===== src/rtl/ins_mem_loader_if.sv =====
// Byte-stream input and instruction-memory write bus of the program loader.
interface ins_mem_loader_if;
  logic        in_valid;
  logic        in_ready;
  logic [7:0]  in_data;
  logic        in_last;
  logic        wr_en;
  logic [31:0] wr_addr;
  logic [31:0] wr_data;

  modport slave (
    input  in_valid, in_data, in_last,
    output in_ready, wr_en, wr_addr, wr_data
  );

  modport master (
    output in_valid, in_data, in_last,
    input  in_ready, wr_en, wr_addr, wr_data
  );
endinterface


===== src/rtl/ins_mem_loader.sv =====
// Program loader: assembles big-endian words from a byte stream and writes them
// to consecutive word-aligned instruction-memory addresses, stalling the CPU meanwhile.
module ins_mem_loader #(
  parameter int DEPTH = 64,
  parameter int CNT_W = 7
) (
  input  logic             clk,
  input  logic             reset,
  input  logic             start,
  ins_mem_loader_if.slave  bus,
  output logic             cpu_hold,
  output logic             done,
  output logic             error,
  output logic [CNT_W-1:0] word_count
);

  localparam logic [2:0] S_IDLE  = 3'd0;
  localparam logic [2:0] S_LOAD  = 3'd1;
  localparam logic [2:0] S_WRITE = 3'd2;
  localparam logic [2:0] S_DONE  = 3'd3;
  localparam logic [2:0] S_ERR   = 3'd4;

  logic [2:0]       state_q,    state_d;
  logic [31:0]      word_q,     word_d;
  logic [1:0]       byte_cnt_q, byte_cnt_d;
  logic [CNT_W-1:0] ptr_q,      ptr_d;
  logic             last_q,     last_d;
  logic [31:0]      wr_addr_q,  wr_addr_d;
  logic [31:0]      wr_data_q,  wr_data_d;

  logic        accept;
  logic [31:0] next_word;

  assign accept    = (state_q == S_LOAD) && bus.in_valid;
  assign next_word = {word_q[23:0], bus.in_data};

  // NOTE: every signal gets its hold value first so no path leaves it unassigned (no latches).
  always_comb begin
    state_d    = state_q;
    word_d     = word_q;
    byte_cnt_d = byte_cnt_q;
    ptr_d      = ptr_q;
    last_d     = last_q;
    wr_addr_d  = wr_addr_q;
    wr_data_d  = wr_data_q;

    case (state_q)
      S_IDLE, S_DONE, S_ERR: begin
        if (start) begin
          state_d    = S_LOAD;
          word_d     = '0;
          byte_cnt_d = '0;
          ptr_d      = '0;
          last_d     = 1'b0;
        end
      end
      S_LOAD: begin
        if (accept) begin
          word_d     = next_word;
          byte_cnt_d = byte_cnt_q + 2'd1;
          if (byte_cnt_q == 2'd3) begin
            // A full memory rejects the word instead of wrapping onto address 0.
            if (ptr_q == CNT_W'(DEPTH)) begin
              state_d = S_ERR;
            end else begin
              state_d   = S_WRITE;
              last_d    = bus.in_last;
              wr_addr_d = {{(30-CNT_W){1'b0}}, ptr_q, 2'b00};
              wr_data_d = next_word;
            end
          end else if (bus.in_last) begin
            state_d = S_ERR;
          end
        end
      end
      S_WRITE: begin
        ptr_d   = ptr_q + CNT_W'(1);
        state_d = last_q ? S_DONE : S_LOAD;
      end
      default: state_d = S_IDLE;
    endcase
  end

  // NOTE: state registers use non-blocking assignments so all flops update together at the edge.
  always_ff @(posedge clk) begin
    if (reset) begin
      state_q    <= S_IDLE;
      word_q     <= '0;
      byte_cnt_q <= '0;
      ptr_q      <= '0;
      last_q     <= 1'b0;
      wr_addr_q  <= '0;
      wr_data_q  <= '0;
    end else begin
      state_q    <= state_d;
      word_q     <= word_d;
      byte_cnt_q <= byte_cnt_d;
      ptr_q      <= ptr_d;
      last_q     <= last_d;
      wr_addr_q  <= wr_addr_d;
      wr_data_q  <= wr_data_d;
    end
  end

  assign bus.in_ready = (state_q == S_LOAD);
  assign bus.wr_en    = (state_q == S_WRITE);
  assign bus.wr_addr  = wr_addr_q;
  assign bus.wr_data  = wr_data_q;
  assign cpu_hold     = (state_q == S_LOAD) || (state_q == S_WRITE) || (state_q == S_ERR);
  assign done         = (state_q == S_DONE);
  assign error        = (state_q == S_ERR);
  assign word_count   = ptr_q;

endmodule


===== src/flat_wrapper.sv =====
// flat-port wrapper written by rule: the top's interface ports become plain ports
module ins_mem_loader_flat 
#(
  parameter int DEPTH = 64,
  parameter int CNT_W = 7
)
  (clk, reset, start, cpu_hold, done, error, word_count, bus_in_valid, bus_in_data, bus_in_last, bus_in_ready, bus_wr_en, bus_wr_addr, bus_wr_data);
  ins_mem_loader_if bus_i ();
  input  logic clk;
  input  logic reset;
  input  logic start;
  output logic cpu_hold;
  output logic done;
  output logic error;
  output logic [CNT_W-1:0] word_count;
  input wire logic [$bits(bus_i.in_valid)-1:0] bus_in_valid;
  input wire logic [$bits(bus_i.in_data)-1:0] bus_in_data;
  input wire logic [$bits(bus_i.in_last)-1:0] bus_in_last;
  output wire logic [$bits(bus_i.in_ready)-1:0] bus_in_ready;
  output wire logic [$bits(bus_i.wr_en)-1:0] bus_wr_en;
  output wire logic [$bits(bus_i.wr_addr)-1:0] bus_wr_addr;
  output wire logic [$bits(bus_i.wr_data)-1:0] bus_wr_data;
  assign bus_i.in_valid = bus_in_valid;
  assign bus_i.in_data = bus_in_data;
  assign bus_i.in_last = bus_in_last;
  assign bus_in_ready = bus_i.in_ready;
  assign bus_wr_en = bus_i.wr_en;
  assign bus_wr_addr = bus_i.wr_addr;
  assign bus_wr_data = bus_i.wr_data;
  ins_mem_loader #(.DEPTH(DEPTH), .CNT_W(CNT_W)) u_core (.clk(clk), .reset(reset), .start(start), .bus(bus_i), .cpu_hold(cpu_hold), .done(done), .error(error), .word_count(word_count));
endmodule

===== config.mk =====
export PLATFORM = sky130hd
export DESIGN_NAME = ins_mem_loader_flat
export DESIGN_NICKNAME = d
export VERILOG_FILES = /design/src/rtl/ins_mem_loader_if.sv /design/src/rtl/ins_mem_loader.sv /design/src/flat_wrapper.sv
export SDC_FILE = /design/constraint.sdc
export NUM_CORES = 1
export LEC_CHECK = 0
export CELL_PAD_IN_SITES_DETAIL_PLACEMENT = 2
export CELL_PAD_IN_SITES_GLOBAL_PLACEMENT = 2
export CORE_MARGIN = 3
export CORE_UTILIZATION = 28
export CTS_CLUSTER_SIZE = 10
export DETAILED_ROUTE_END_ITERATION = 12
export HOLD_SLACK_MARGIN = 0.1
export PLACE_DENSITY_LB_ADDON = 0.1
export SLEW_MARGIN = 15
export SYNTH_ARGS = -nofsm -noshare
export SYNTH_HDL_FRONTEND = slang
export SYNTH_SLANG_ARGS = --single-unit

===== constraint.sdc =====
create_clock -name clk -period 2.6 [get_ports clk]
set_clock_uncertainty 0.05 [all_clocks]
set_input_delay 0.52 -clock clk [delete_from_list [all_inputs] [get_ports clk]]
set_output_delay 0.52 -clock clk [all_outputs]
set_load 0.03 [all_outputs]

---- After elaboration in Yosys (flattened, before gate mapping) ----
Index checks and enable logic that the tools add are counted.
word-level totals
  latch bits .............................. 0
  word-level logic and storage cells ...... 53
  ROM bits ................................ 0
  memories ................................ 0
  memory bits (writable) .................. 0
  flip-flop bits (word level) ............. 76
  bits of input ports ..................... 13
cells by class
  eq/ne operators ......................... 11
  bitwise gates (word level) .............. 1
  $lt $le $gt $ge ......................... 0
  reductions and logical operators ........ 12
  muxes and demuxes ....................... 20
  divide/modulo/power cells ............... 0
  shifts and indexed selects .............. 0
  $add $sub $neg .......................... 2
  multipliers ............................. 0
operator list
  kind                                                   count
  2-to-1 mux 24 bit                                      2
  one-hot mux 24 bit (2 select lines)                    1
  2-to-1 mux 3 bit                                       5
  one-hot mux 7 bit (2 select lines)                     1
  one-hot mux 3 bit (3 select lines)                     1
  adder 7 x 1 -> 7 bit, second input constant            1
  equality test 7 bit, second input constant             1
  2-to-1 mux 7 bit                                       1
  equality test 3 x 2 -> 1 bit, second input constant    2
  2-to-1 mux 2 bit                                       3
  AND reduction 3 bit                                    2
  AND reduction 5 bit                                    1
  2-to-1 mux 1 bit                                       4
  inequality test 2 x 1 -> 1 bit, second input constant  2
  inequality test 2 bit, second input constant           2
  one-hot mux 2 bit (2 select lines)                     1
  AND reduction 4 bit                                    1
  nonzero test 2 bit                                     2
  equality test 3 x 1 -> 1 bit, second input constant    1
  equality test 3 bit, second input constant             1
  zero test 3 bit                                        1
  inequality test 3 x 2 -> 1 bit, second input constant  1
  OR reduction 3 bit                                     1
  adder 2 x 1 -> 2 bit, second input constant            1
  other kinds (6)                                        7

---- Depth between registers and ports, before layout ----
Gate-level depths: netlist of the first run.
  depth after elaboration ................. 5
  depth in mapped cells ................... 8
  mapped depth without buffers ............ 6

---- Worst setup path after synthesis of the first run ----
OpenSTA, ideal clock, no wires.
  kind .................................... reg-to-reg
  start ................................... reg u_core.ptr_q[0] (netlist: u_core.word_count[0])
  end ..................................... reg u_core.wr_data_q[15] (netlist: u_core.bus.wr_data[15])
  slack ................................... 583 ps
  setup time .............................. 132 ps
  arrival time ............................ 1,835 ps
  clock period less this slack ............ 2,017 ps
  cell stages (with the launch flop) ...... 9
  path through ............................ dfxtp_1 inv_1 ha_1 or4b_4 o2111a_1 buf_2 buf_4 nand2_1 a21oi_1
between the ends
  word-level cells in the longest chain between the ends .. 3
ends and longest elaborated chain
  element                        line                   RTL
  start: declaration             ins_mem_loader.sv:26   logic [CNT_W-1:0] ptr_q, ptr_d;
  start signal: assignment       ins_mem_loader.sv:98   ptr_q <= ptr_d;
  equality test 7 bit            ins_mem_loader.sv:63   if (ptr_q == CNT_W'(DEPTH)) begin
  NOT 1 bit (no line)            -
  AND reduction 4 bit (no line)  -
  end signal: assignment         ins_mem_loader.sv:101  wr_data_q <= wr_data_d;
  end: declaration               ins_mem_loader.sv:29   logic [31:0] wr_data_q, wr_data_d;
Every way passes these cells.
A chain may end at the register's enable or synchronous reset.

---- Worst setup path in the final report of the first run ----
  start ................................... reg u_core.state_q[0]
  end ..................................... out bus_in_ready
between the ends
  word-level cells in the longest chain between the ends .. 1
ends and longest elaborated chain
  element                       line                   RTL
  start: declaration            ins_mem_loader.sv:23   logic [2:0] state_q, state_d;
  start signal: assignment      ins_mem_loader.sv:95   state_q <= state_d;
  equality test 3 x 1 -> 1 bit  ins_mem_loader.sv:105  assign bus.in_ready = (state_q == S_LOAD);
  end: declaration              flat_wrapper.sv:19     output wire logic [$bits(bus_i.in_ready)-1:0] bus_in_ready;
Every way passes these cells.

==> run summary, run 1 <==
TIMING
----------------------------------------------------------------------------------------------------
Max-slew violation count                                                                           0
Fmax                                                                                       400.1 MHz
Worst Slack Setup Final                                                                     100.4 ps
Final hold violation count                                                                         0
Hold slack                                                                                  405.7 ps
Final-report setup violation count                                                                 0
Unrepaired setup endpoints after global routing                                                   no
Final period demand of the worst path                                                        2500 ps
Total negative slack for setup checks                                                           0 ps
Period utilization                                                                            0.9614

PWR
----------------------------------------------------------------------------------------------------
Total Power                                                                                  3101 uW
Worst voltage drop across the vdd grid                                                     0.2364 mV
P_leak                                                                                   0.001619 uW
P per Cell Area                                                                         706.1 mW/mm^2

GRT
----------------------------------------------------------------------------------------------------
Met3 track utilization from global routing                                                   0.05842
Most used routing layer in global routing                                                       met2
Global-route usage over all layers                                                            0.1498
First-pass GRT wire length                                                                  15510 um
Antenna violations before repair                                                                   0
Vias in the first global route                                                                  2965
M1 GR Usage                                                                                   0.1935
Met2 track demand over resource in global routing                                             0.2369
GRT Residual Overflow                                                                              0
Pin count of the biggest net entering global routing                                              34

DRT
----------------------------------------------------------------------------------------------------
Aggregate routed wire length                                                                 9436 um
Number of remaining DRC errors                                                                     0
Detail-routed net length per standard cell                                                  15.78 um
Routed vias/inst                                                                               4.669
Drt first pass iters                                                                               3
Routed Antenna Nets                                                                                0
Starting DRC count in detailed routing                                                           130
Via count of the routed design                                                                  2792

PLACED DESIGN
----------------------------------------------------------------------------------------------------
Detailed placer's ending HPWL                                                                6263 um
Routability Congestion                                                                        0.7279
Worst setup slack after placement                                                           326.3 ps
Port Buffer Count                                                                                 63

WORST SETUP PATH
----------------------------------------------------------------------------------------------------
Kind of end point of the critical path                                                   output port
Critical path arrival                                                                        1930 ps
Critical path fanouts, max                                                                        11
Worst path required time                                                                     2030 ps
Kind of critical path                                                                     reg -> out
CP Launch Type                                                                              register

FINISH
----------------------------------------------------------------------------------------------------
Fillers                                                                                         1322
Finished Core Util                                                                            0.3814
Count of antenna diodes in the layout                                                              0
Final #Nets                                                                                      466
Share of cells above drive strength 1                                                        0.08571
Synth-to-layout area growth                                                                   32.40%

SYNTH
----------------------------------------------------------------------------------------------------
Number of warnings issued by yosys                                                                 0
Post-synth ARST share                                                                              0
Post-synthesis area per instance                                                         8.505 sq um
Register bit count reported by yosys                                                              76
Netlist area before placement                                                           0.003317 sq mm
Sequential fraction of the synthesis area                                                     0.4587
Most common flop cell mapped by yosys                                                   sky130_fd_sc_hd__dfxtp_1
Top cell type by total area after synthesis                                             sky130_fd_sc_hd__dfxtp_1
Number of flops mapped to enable cells by yosys                                                    0
Biggest area contributors in the synthesized netlist                                    sky130_fd_sc_hd__dfxtp_1, sky130_fd_sc_hd__nand2_1, sky130_fd_sc_hd__mux2i_1
Synth cell types                                                                                  40
Cell count after synthesis                                                                       390
Post-synth top area share                                                                     0.4587

DIE
----------------------------------------------------------------------------------------------------
Die width                                                                                   114.8 um
Total number of placement rows                                                                    39
Core area                                                                               0.01152 sq mm
I/O Pins                                                                                          89
Initial standard-cell utilization of the core                                                 0.2880
Vertical extent of the die                                                                  114.8 um
Area enclosed by the die boundary                                                       0.01319 sq mm

HOLD PATH
----------------------------------------------------------------------------------------------------
Class of the most critical hold timing path                                               reg -> reg

CLOCKING
----------------------------------------------------------------------------------------------------
CTS Buf Count                                                                                      9
CTS Root Cell                                                                           sky130_fd_sc_hd__clkbuf_16
Maximum level of the CTS H-tree                                                                    3
Clock-pin slew reported for the worst setup and hold paths after clock tree synthesis          60 ps
TritonCTS clock tree                                                                             yes
Clock latency at the later pin of the worst-skew pair                                         340 ps
Post-CTS setup-driven buffer insertion count                                                       0
Sink count of the clock tree                                                                      76
Clk buf depth                                                                                      2

FLOW RUN
----------------------------------------------------------------------------------------------------
Max-cap viol count                                                                                 0

STATUS
----------------------------------------------------------------------------------------------------
Outcome                                                                                    completed

-- cells in the mapped netlist, types with 3 or more instances --
master	n
sky130_fd_sc_hd__a21oi_1	47
sky130_fd_sc_hd__and2_1	26
sky130_fd_sc_hd__buf_2	5
sky130_fd_sc_hd__buf_4	28
sky130_fd_sc_hd__clkbuf_1	16
sky130_fd_sc_hd__dfxtp_1	76
sky130_fd_sc_hd__ha_1	3
sky130_fd_sc_hd__inv_1	4
sky130_fd_sc_hd__mux2i_1	26
sky130_fd_sc_hd__nand2_1	81
sky130_fd_sc_hd__nand2b_1	3
sky130_fd_sc_hd__nand3_1	3
sky130_fd_sc_hd__nand4_1	3
sky130_fd_sc_hd__nor2_1	29
sky130_fd_sc_hd__nor3_1	3
sky130_fd_sc_hd__o21ai_0	4
-- cell families after synthesis --
logic type / Yosys count / synth area share
multiplexers: 28 / 0.08525
buffers and inverters: 55 / 0.1003
AO/OA/AOI/OAI: 65 / 0.1132
AND/OR/NAND/NOR: 161 / 0.2275
other: 1 / 0.001131
adder cells (fa/ha/maj): 3 / 0.01132
flip-flops: 76 / 0.4587
XOR/XNOR: 1 / 0.002641
-- sequential cells by signal, indices dropped and copies added (netlist names) --
| name | flops |
|---|---|
| u_core.bus.wr_data | 32 |
| u_core.last_q | 1 |
| u_core.word_q | 24 |
| u_core.byte_cnt_q | 2 |
| u_core.state_q | 3 |
| u_core.bus.wr_addr | 7 |
| u_core.word_count | 7 |
-- final cells by class --
cell class | count | area, sq um | share of cell area
Clock inverter | 4 | 95.09 | 0.02165
Multi-Input combinational cell | 283 | 1592 | 0.3624
Tap cell | 143 | 178.9 | 0.04074
Timing Repair Buffer | 76 | 733.2 | 0.1670
Sequential cell | 76 | 1521 | 0.3464
Inverter | 4 | 15.01 | 0.003419
Clock buffer | 12 | 256.5 | 0.05840
-- power breakdown --
group          internal, uW  switching (uW)
Sequential             1180            25.1
Clock                   989             490
Combinational           159             256
Total                  2330             772
-- cells in the final DEF (no fill, tap or decap), types with 4 or more instances in the layout --
cell	count
sky130_fd_sc_hd__inv_1	4
sky130_fd_sc_hd__nor2_1	28
sky130_fd_sc_hd__buf_4	13
sky130_fd_sc_hd__clkdlybuf4s50_1	61
sky130_fd_sc_hd__nand2_1	81
sky130_fd_sc_hd__conb_1	25
sky130_fd_sc_hd__a21oi_1	47
sky130_fd_sc_hd__clkbuf_16	9
sky130_fd_sc_hd__and2_1	26
sky130_fd_sc_hd__dfxtp_1	76
sky130_fd_sc_hd__o21ai_0	4
sky130_fd_sc_hd__mux2i_1	26
-- critical path, cell delays in order (launching register included) --
cell and delay [ps]:
sky130_fd_sc_hd__dfxtp_1 550, sky130_fd_sc_hd__nor3b_4 330, sky130_fd_sc_hd__clkdlybuf4s50_1 720
-- metrics by stage --
stage,area [sq um],std cells
after floorplan,3407,414
after global placement,4038,582
after detailed placement,4038,582
after CTS,4389,598
after global routing,4392,598
final,4392,598
-- path summary, 6_finish.rpt --
check,cells after the start,startpoint,slack (ps),end
worst max-delay path,2,u_core.state_q[0],100,bus_in_ready
worst min-delay path,2,u_core.bus.wr_data[31],410,u_core.bus.wr_data[31]
worst max register to register,6,u_core.state_q[0],440,u_core.bus.wr_data[17]
worst min register to register,2,u_core.bus.wr_data[31],410,u_core.bus.wr_data[31]
-- repair_timing --
action	4_1_cts	5_1_grt
hold buffers	0	0
endpoints found under the setup margin	0	1
endpoints found under the hold margin	0	0
gates resized for setup	0	1
-- per-layer routing --
layer | vias to the layer above | wire length, um | part of all wire
li1 | 1359 | - | -
met1 | 1358 | 4534 | 0.48
met2 | 68 | 4303 | 0.46
met3 | 7 | 515 | 0.055
met4 | 0 | 83 | 0.0088
met5 | - | 0 | 0
No activity file was read; power rests on OpenSTA's default activity.
==> inputs of run 2 (changes only) <==
Settings changed: RECOVER_POWER from default to 25, SKIP_CTS_REPAIR_TIMING from default to 1.
==> run summary, run 2 (synthesized netlist as in run 1, its figures left out) <==
STATUS
----------------------------------------------------------------------------------------------------
Outcome                                                                                    completed   unchanged

FINISH
----------------------------------------------------------------------------------------------------
Synth-to-layout area growth                                                                   31.72%   was 32.40%
Max FFs per register                                                                              32   unchanged
Count of antenna diodes in the layout                                                              0   unchanged
Post-layout instance count excluding filler cells                                                598   unchanged
Most common library cell in the layout ignoring fill and taps                           sky130_fd_sc_hd__nand2_1   unchanged
Final #Nets                                                                                      466   unchanged
Share of cells above drive strength 1                                                        0.08132   was 0.08571
Commonest cells after routing, fill and taps aside                                      sky130_fd_sc_hd__nand2_1, sky130_fd_sc_hd__dfxtp_1, sky130_fd_sc_hd__clkdlybuf4s50_1   unchanged

WORST SETUP PATH
----------------------------------------------------------------------------------------------------
Slowest library cell on the worst path                                                  sky130_fd_sc_hd__clkdlybuf4s50_1   unchanged
Critical path, cell by cell                                                             inv_1 -> nor3_1 -> clkdlybuf4s50_1   was nor3b_4 -> clkdlybuf4s50_1
Kind of critical path                                                                     reg -> out   unchanged
Internal reg-to-reg setup slack                                                               230 ps   was 440 ps
Worst stage delay on the critical path                                                        740 ps   was 720 ps
Worst path required time                                                                     2030 ps   about the same
CP Launch Type                                                                              register   unchanged
Critical path fanouts, max                                                                         5   was 11
Kind of cell adding the most delay to the critical path                                 buffers and inverters   unchanged
Buffers plus inverters on the worst setup path                                                     2   was 1
Kind of end point of the critical path                                                   output port   unchanged
Critical path arrival                                                                        1940 ps   was 1930 ps

GRT
----------------------------------------------------------------------------------------------------
Antenna violations before repair                                                                   0   unchanged
GRT Residual Overflow                                                                              0   unchanged
Vias in the first global route                                                                  2965   unchanged
First-pass GRT wire length                                                                  15510 um   unchanged
Global-route usage over all layers                                                            0.1498   unchanged
Pin count of the biggest net entering global routing                                              34   unchanged

CLOCKING
----------------------------------------------------------------------------------------------------
CTS Root Cell                                                                           sky130_fd_sc_hd__clkbuf_16   unchanged
Maximum level of the CTS H-tree                                                                    3   unchanged
TritonCTS clock tree                                                                             yes   unchanged
Clock-pin slew reported for the worst setup and hold paths after clock tree synthesis          60 ps   about the same
Clk buf depth                                                                                      2   unchanged
Clock latency at the later pin of the worst-skew pair                                         340 ps   about the same
CTS Buf Count                                                                                      9   unchanged
Sink count of the clock tree                                                                      76   unchanged

DIE
----------------------------------------------------------------------------------------------------
Vertical extent of the die                                                                  114.8 um   unchanged
Die width                                                                                   114.8 um   unchanged
Initial standard-cell utilization of the core                                                 0.2880   unchanged
Core area                                                                               0.01152 sq mm   unchanged
Total number of placement rows                                                                    39   unchanged
I/O Pins                                                                                          89   unchanged
Area enclosed by the die boundary                                                       0.01319 sq mm   unchanged

TIMING
----------------------------------------------------------------------------------------------------
Final hold violation count                                                                         0   unchanged
Total negative slack for setup checks                                                           0 ps   unchanged
Final period demand of the worst path                                                        2506 ps   was 2500 ps
Transition time of the tightest slew-check pin                                              905.0 ps
Max-slew violation count                                                                           0   unchanged
Final-report setup violation count                                                                 0   unchanged
Fmax                                                                                       399.1 MHz   was 400.1 MHz
Period utilization                                                                            0.9637   was 0.9614
Unrepaired setup endpoints after global routing                                                   no   unchanged
Worst relative slew slack                                                                     0.3967

DRT
----------------------------------------------------------------------------------------------------
Aggregate routed wire length                                                                 9434 um   was 9436 um
Drt first pass iters                                                                               6   was 3
Routed Antenna Nets                                                                                0   unchanged
Routed vias/inst                                                                               4.662   was 4.669
Starting DRC count in detailed routing                                                           123   was 130
Number of remaining DRC errors                                                                     0   unchanged
Detail-routed net length per standard cell                                                  15.78 um   about the same
Via count of the routed design                                                                  2788   was 2792

PLACED DESIGN
----------------------------------------------------------------------------------------------------
Port Buffer Count                                                                                 63   unchanged
Detailed placer's ending HPWL                                                                6263 um   unchanged
Total instance count after detailed placement                                                    582   unchanged
Routability Congestion                                                                        0.7279   unchanged

PWR
----------------------------------------------------------------------------------------------------
P_leak                                                                                   0.001607 uW   was 0.001619 uW
Worst voltage drop across the vdd grid                                                     0.2366 mV   was 0.2364 mV
P per Cell Area                                                                         707.3 mW/mm^2   was 706.1 mW/mm^2

HOLD PATH
----------------------------------------------------------------------------------------------------
Class of the most critical hold timing path                                               reg -> reg   unchanged

FLOW RUN
----------------------------------------------------------------------------------------------------
Max-cap viol count                                                                                 0   unchanged

run 2: cell types whose count changed in the layout (fill, tap and decap cells not counted):
| cell | delta |
|---|---|
| sky130_fd_sc_hd__clkbuf_1 | +2 |
| sky130_fd_sc_hd__dlygate4sd3_1 | +1 |
| sky130_fd_sc_hd__clkbuf_2 | +1 |
| sky130_fd_sc_hd__clkdlybuf4s50_1 | -1 |
| sky130_fd_sc_hd__buf_4 | -2 |
| sky130_fd_sc_hd__buf_12 | -1 |
run 2: worst paths after layout:
kind | from | end | cells after the start
min reg2reg | u_core.bus.wr_data[31] | u_core.bus.wr_data[31] | 2
max | u_core.state_q[2] | error | 3
min | u_core.bus.wr_data[31] | u_core.bus.wr_data[31] | 2
max reg2reg | u_core.state_q[1] | u_core.last_q | 6
run 2: area by class of cell:
type | count | area (sq um)
sequential | 76 | 1521
multi-input combinational | 283 | 1592
inverter | 4 | 15.01
tap | 143 | 178.9
fill | 1323 | 7147
timing repair buffer | 76 | 710.7
clock buffer | 12 | 256.5
clock inverter | 4 | 95.09
run 2: power breakdown:
part | internal, uW | switching [uW]
clock network | 989 | 491
logic | 150 | 254
registers | 1180 | 25.2
run 2: metrics by stage:
step	power (uW)	util	hold WS [ps]	area [sq um]	setup slack, ps
finish	3090	0.3794	405.7	4369	94.46
global route	3226	0.3794	429.1	4369	6.987
CTS	3154	0.3811	408.3	4389	26.85
detailed placement	1649	0.3506	400.0	4038	326.3
global placement	1641	0.3506	394.9	4038	378.9
floorplan	1534	-	381.2	3407	582.6
run 2: layer usage:
layer,GRT usage,vias to the layer above,part of all wire
met1,0.1935,1355,0.48
met5,0,-,0
met3,0.05842,7,0.056
li1,-,1356,-
met4,0.03521,0,0.0088
met2,0.2369,70,0.45
run 2: worst register-to-register path: cells and delay by family (launching register included):
kind | cells | cell delay (ps)
simple gates | 1 | 490
buf+inv | 2 | 720
mux | 1 | 350
compound gates | 2 | 260
flops | 1 | 420
==> RTL edit (flow settings as in run 2) <==
`word_q`, `wr_addr_q` and `wr_data_q` no longer have a reset.
--- a/src/rtl/ins_mem_loader.sv
+++ b/src/rtl/ins_mem_loader.sv
@@ -85,21 +85,21 @@
   always_ff @(posedge clk) begin
     if (reset) begin
       state_q    <= S_IDLE;
-      word_q     <= '0;
       byte_cnt_q <= '0;
       ptr_q      <= '0;
       last_q     <= 1'b0;
-      wr_addr_q  <= '0;
-      wr_data_q  <= '0;
     end else begin
       state_q    <= state_d;
-      word_q     <= word_d;
       byte_cnt_q <= byte_cnt_d;
       ptr_q      <= ptr_d;
       last_q     <= last_d;
-      wr_addr_q  <= wr_addr_d;
-      wr_data_q  <= wr_data_d;
     end
+  end
+
+  always_ff @(posedge clk) begin
+    word_q    <= word_d;
+    wr_addr_q <= wr_addr_d;
+    wr_data_q <= wr_data_d;
   end
 
   assign bus.in_ready = (state_q == S_LOAD);
Behaviour: differs if reset is asserted again (counterexample within 10 cycles, from zero or initial values and one cycle with reset high); with reset held inactive, the same outputs for 10 cycles.
==> RTL edit against run 2 <==
  * Via count decreased by 36%
  * Count of clock-buffer cells in the layout down 3
  * Routed wire length is 35% lower
  * Utilization is 0.17 points higher
  * Critical path depth increased by 1
  * Synthesized cell count decreased by 47%
  * Cell area fell by 9.1%
  * Synthesized area fell by 8.8%
  * Sequential cell count unchanged
  * Setup slack improved by 35 ps
  * Critical path type unchanged
Power is not compared: it rests on default switching activity, and its combinational part moved more than twofold at a synthesized area within 25%.
==> RTL edit: results (changes against run 2) <==
cells_and_area:
  num-multi-input-gates: 116  # -59%
  num-fill-cells: 1083  # -18%
  seq_cells: 76  # unchanged
  register_area_sq_um: 2150  # +41%
  layout.nonclk_buf_share_pct: 18.0  # +1.7 points
  inverters: 6  # +2
  n_clock_buffer: 9  # -3
  area_share_clock_buf_inv_pct: 4.98  # -3.1 points
  multi_input_area_share_pct: 17.7  # -19 points
  nets: 296  # -36%
  final_layout_size_suffix_gt1_share_pct: 9.82  # +1.7 points
  buffers_excl_clock: 71  # -6.6%
clocking:
  clk_path_buf_depth: 2  # unchanged
  root_buffer: "clkbuf_8"
  cts.clk_slew.worst_paths_ps: 90  # +30 ps
worst_setup_path:
  regToRegSetupSlack_ps: 450  # +220 ps
  cp_top_family: "buffers and inverters"
  regToRegEndpoint: "u_core.bus.wr_data[7]"
  critPathArrivalTime_ps: 1900  # -40 ps
  slowest_delay_ps: 670  # -70 ps
  cp-startpoint: "u_core.state_q[1]"
  ff2ff_path_depth: 5  # -1
  path_max_fanout: 8  # +3
  r2r_start: "u_core.word_count[0]"
pwr:
  clock_power_mw: 0.901
routing:
  wl_per_cell_um: 14.6  # -7.5%
  dr.pass1.iters: 4  # -2
  via_per_inst: 4.21  # -9.6%
  wl_um: 6150  # -35%
  dr.first_iter.drc_count: 68  # -45%
synth:
  synth_area_leaders: "edfxtp_1, dfxtp_1, buf_4, and2_1, a21oi_1"
  synth_most_common_cell: "edfxtp_1"
  synth-edff-count: 63  # +63
  ys_top_cells_by_count: "edfxtp_1, and2_1, buf_4"
  synthAdderAreaFrac_pct: 1.24  # +0.11 points
  ys.warnings.count: 0  # unchanged
  synthMuxAreaShare_pct: 1.03  # -7.5 points
  syn_avg_cell_area_sq_um: 14.7  # +73%
  synth_compound_area_share_pct: 6.00  # -5.3 points
  synth_cell_type_count: 41  # +2.5%
  ys_seq_area_share_pct: 71.2  # +25 points
  synth_xor_area_share_pct: 0.290  # +0.026 points
placement:
  placed_cells: 405  # -30%
  dp_hpwl_um: 4300  # -31%
  gp_congestion: 0.733  # +0.67%
global_routing:
  grt_pass1_vias: 1730  # -42%
  grt_max_degree: 28  # -18%
  antenna_found_initial: 0  # unchanged
  grt_usage_pct: 10.8  # -4.2 points
  grt_pass1_wl_um: 9540  # -38%
hold_path:
  min_from: "u_core.word_q[16]"
  whs_path_depth: 0  # -2
  min_delay_worst_endpoint: "u_core.bus.wr_data[24]"
outcome:
  status: "finished clean"
sta:
  max_slew_margin_pct: 61.0  # +21 points
[RTL edit: cell types whose count changed after synthesis, moves of 3 or more]
cell and delta:
nand2_1 -75, dfxtp_1 -63, edfxtp_1 +63, a21oi_1 -37
mux2i_1 -24, nor2_1 -22, clkbuf_1 -12, buf_2 -5
nand2b_1 -3
[RTL edit: per-layer routing]
layer  GRT usage (%)  vias up  part of all wire, %
li1                -      842                    -
met1            13.6      872                   44
met2            16.9       54                   49
met3            3.99        6                  6.2
met4            4.01        0                  1.4
met5               0        -                    0
[RTL edit: through the flow]
step / total power, mW / instance area (sq um) / worst slack, ps / hold WS [ps]
after floorplan: 1.55 / 3120 / 402 / 350
after global placement: 1.58 / 3770 / 338 / 352
after detailed placement: 1.58 / 3770 / 296 / 356
after CTS: 2.49 / 3970 / -43.0 / 373
after global routing: 2.56 / 3970 / 16.3 / 377
final: 2.45 / 3970 / 130 / 368
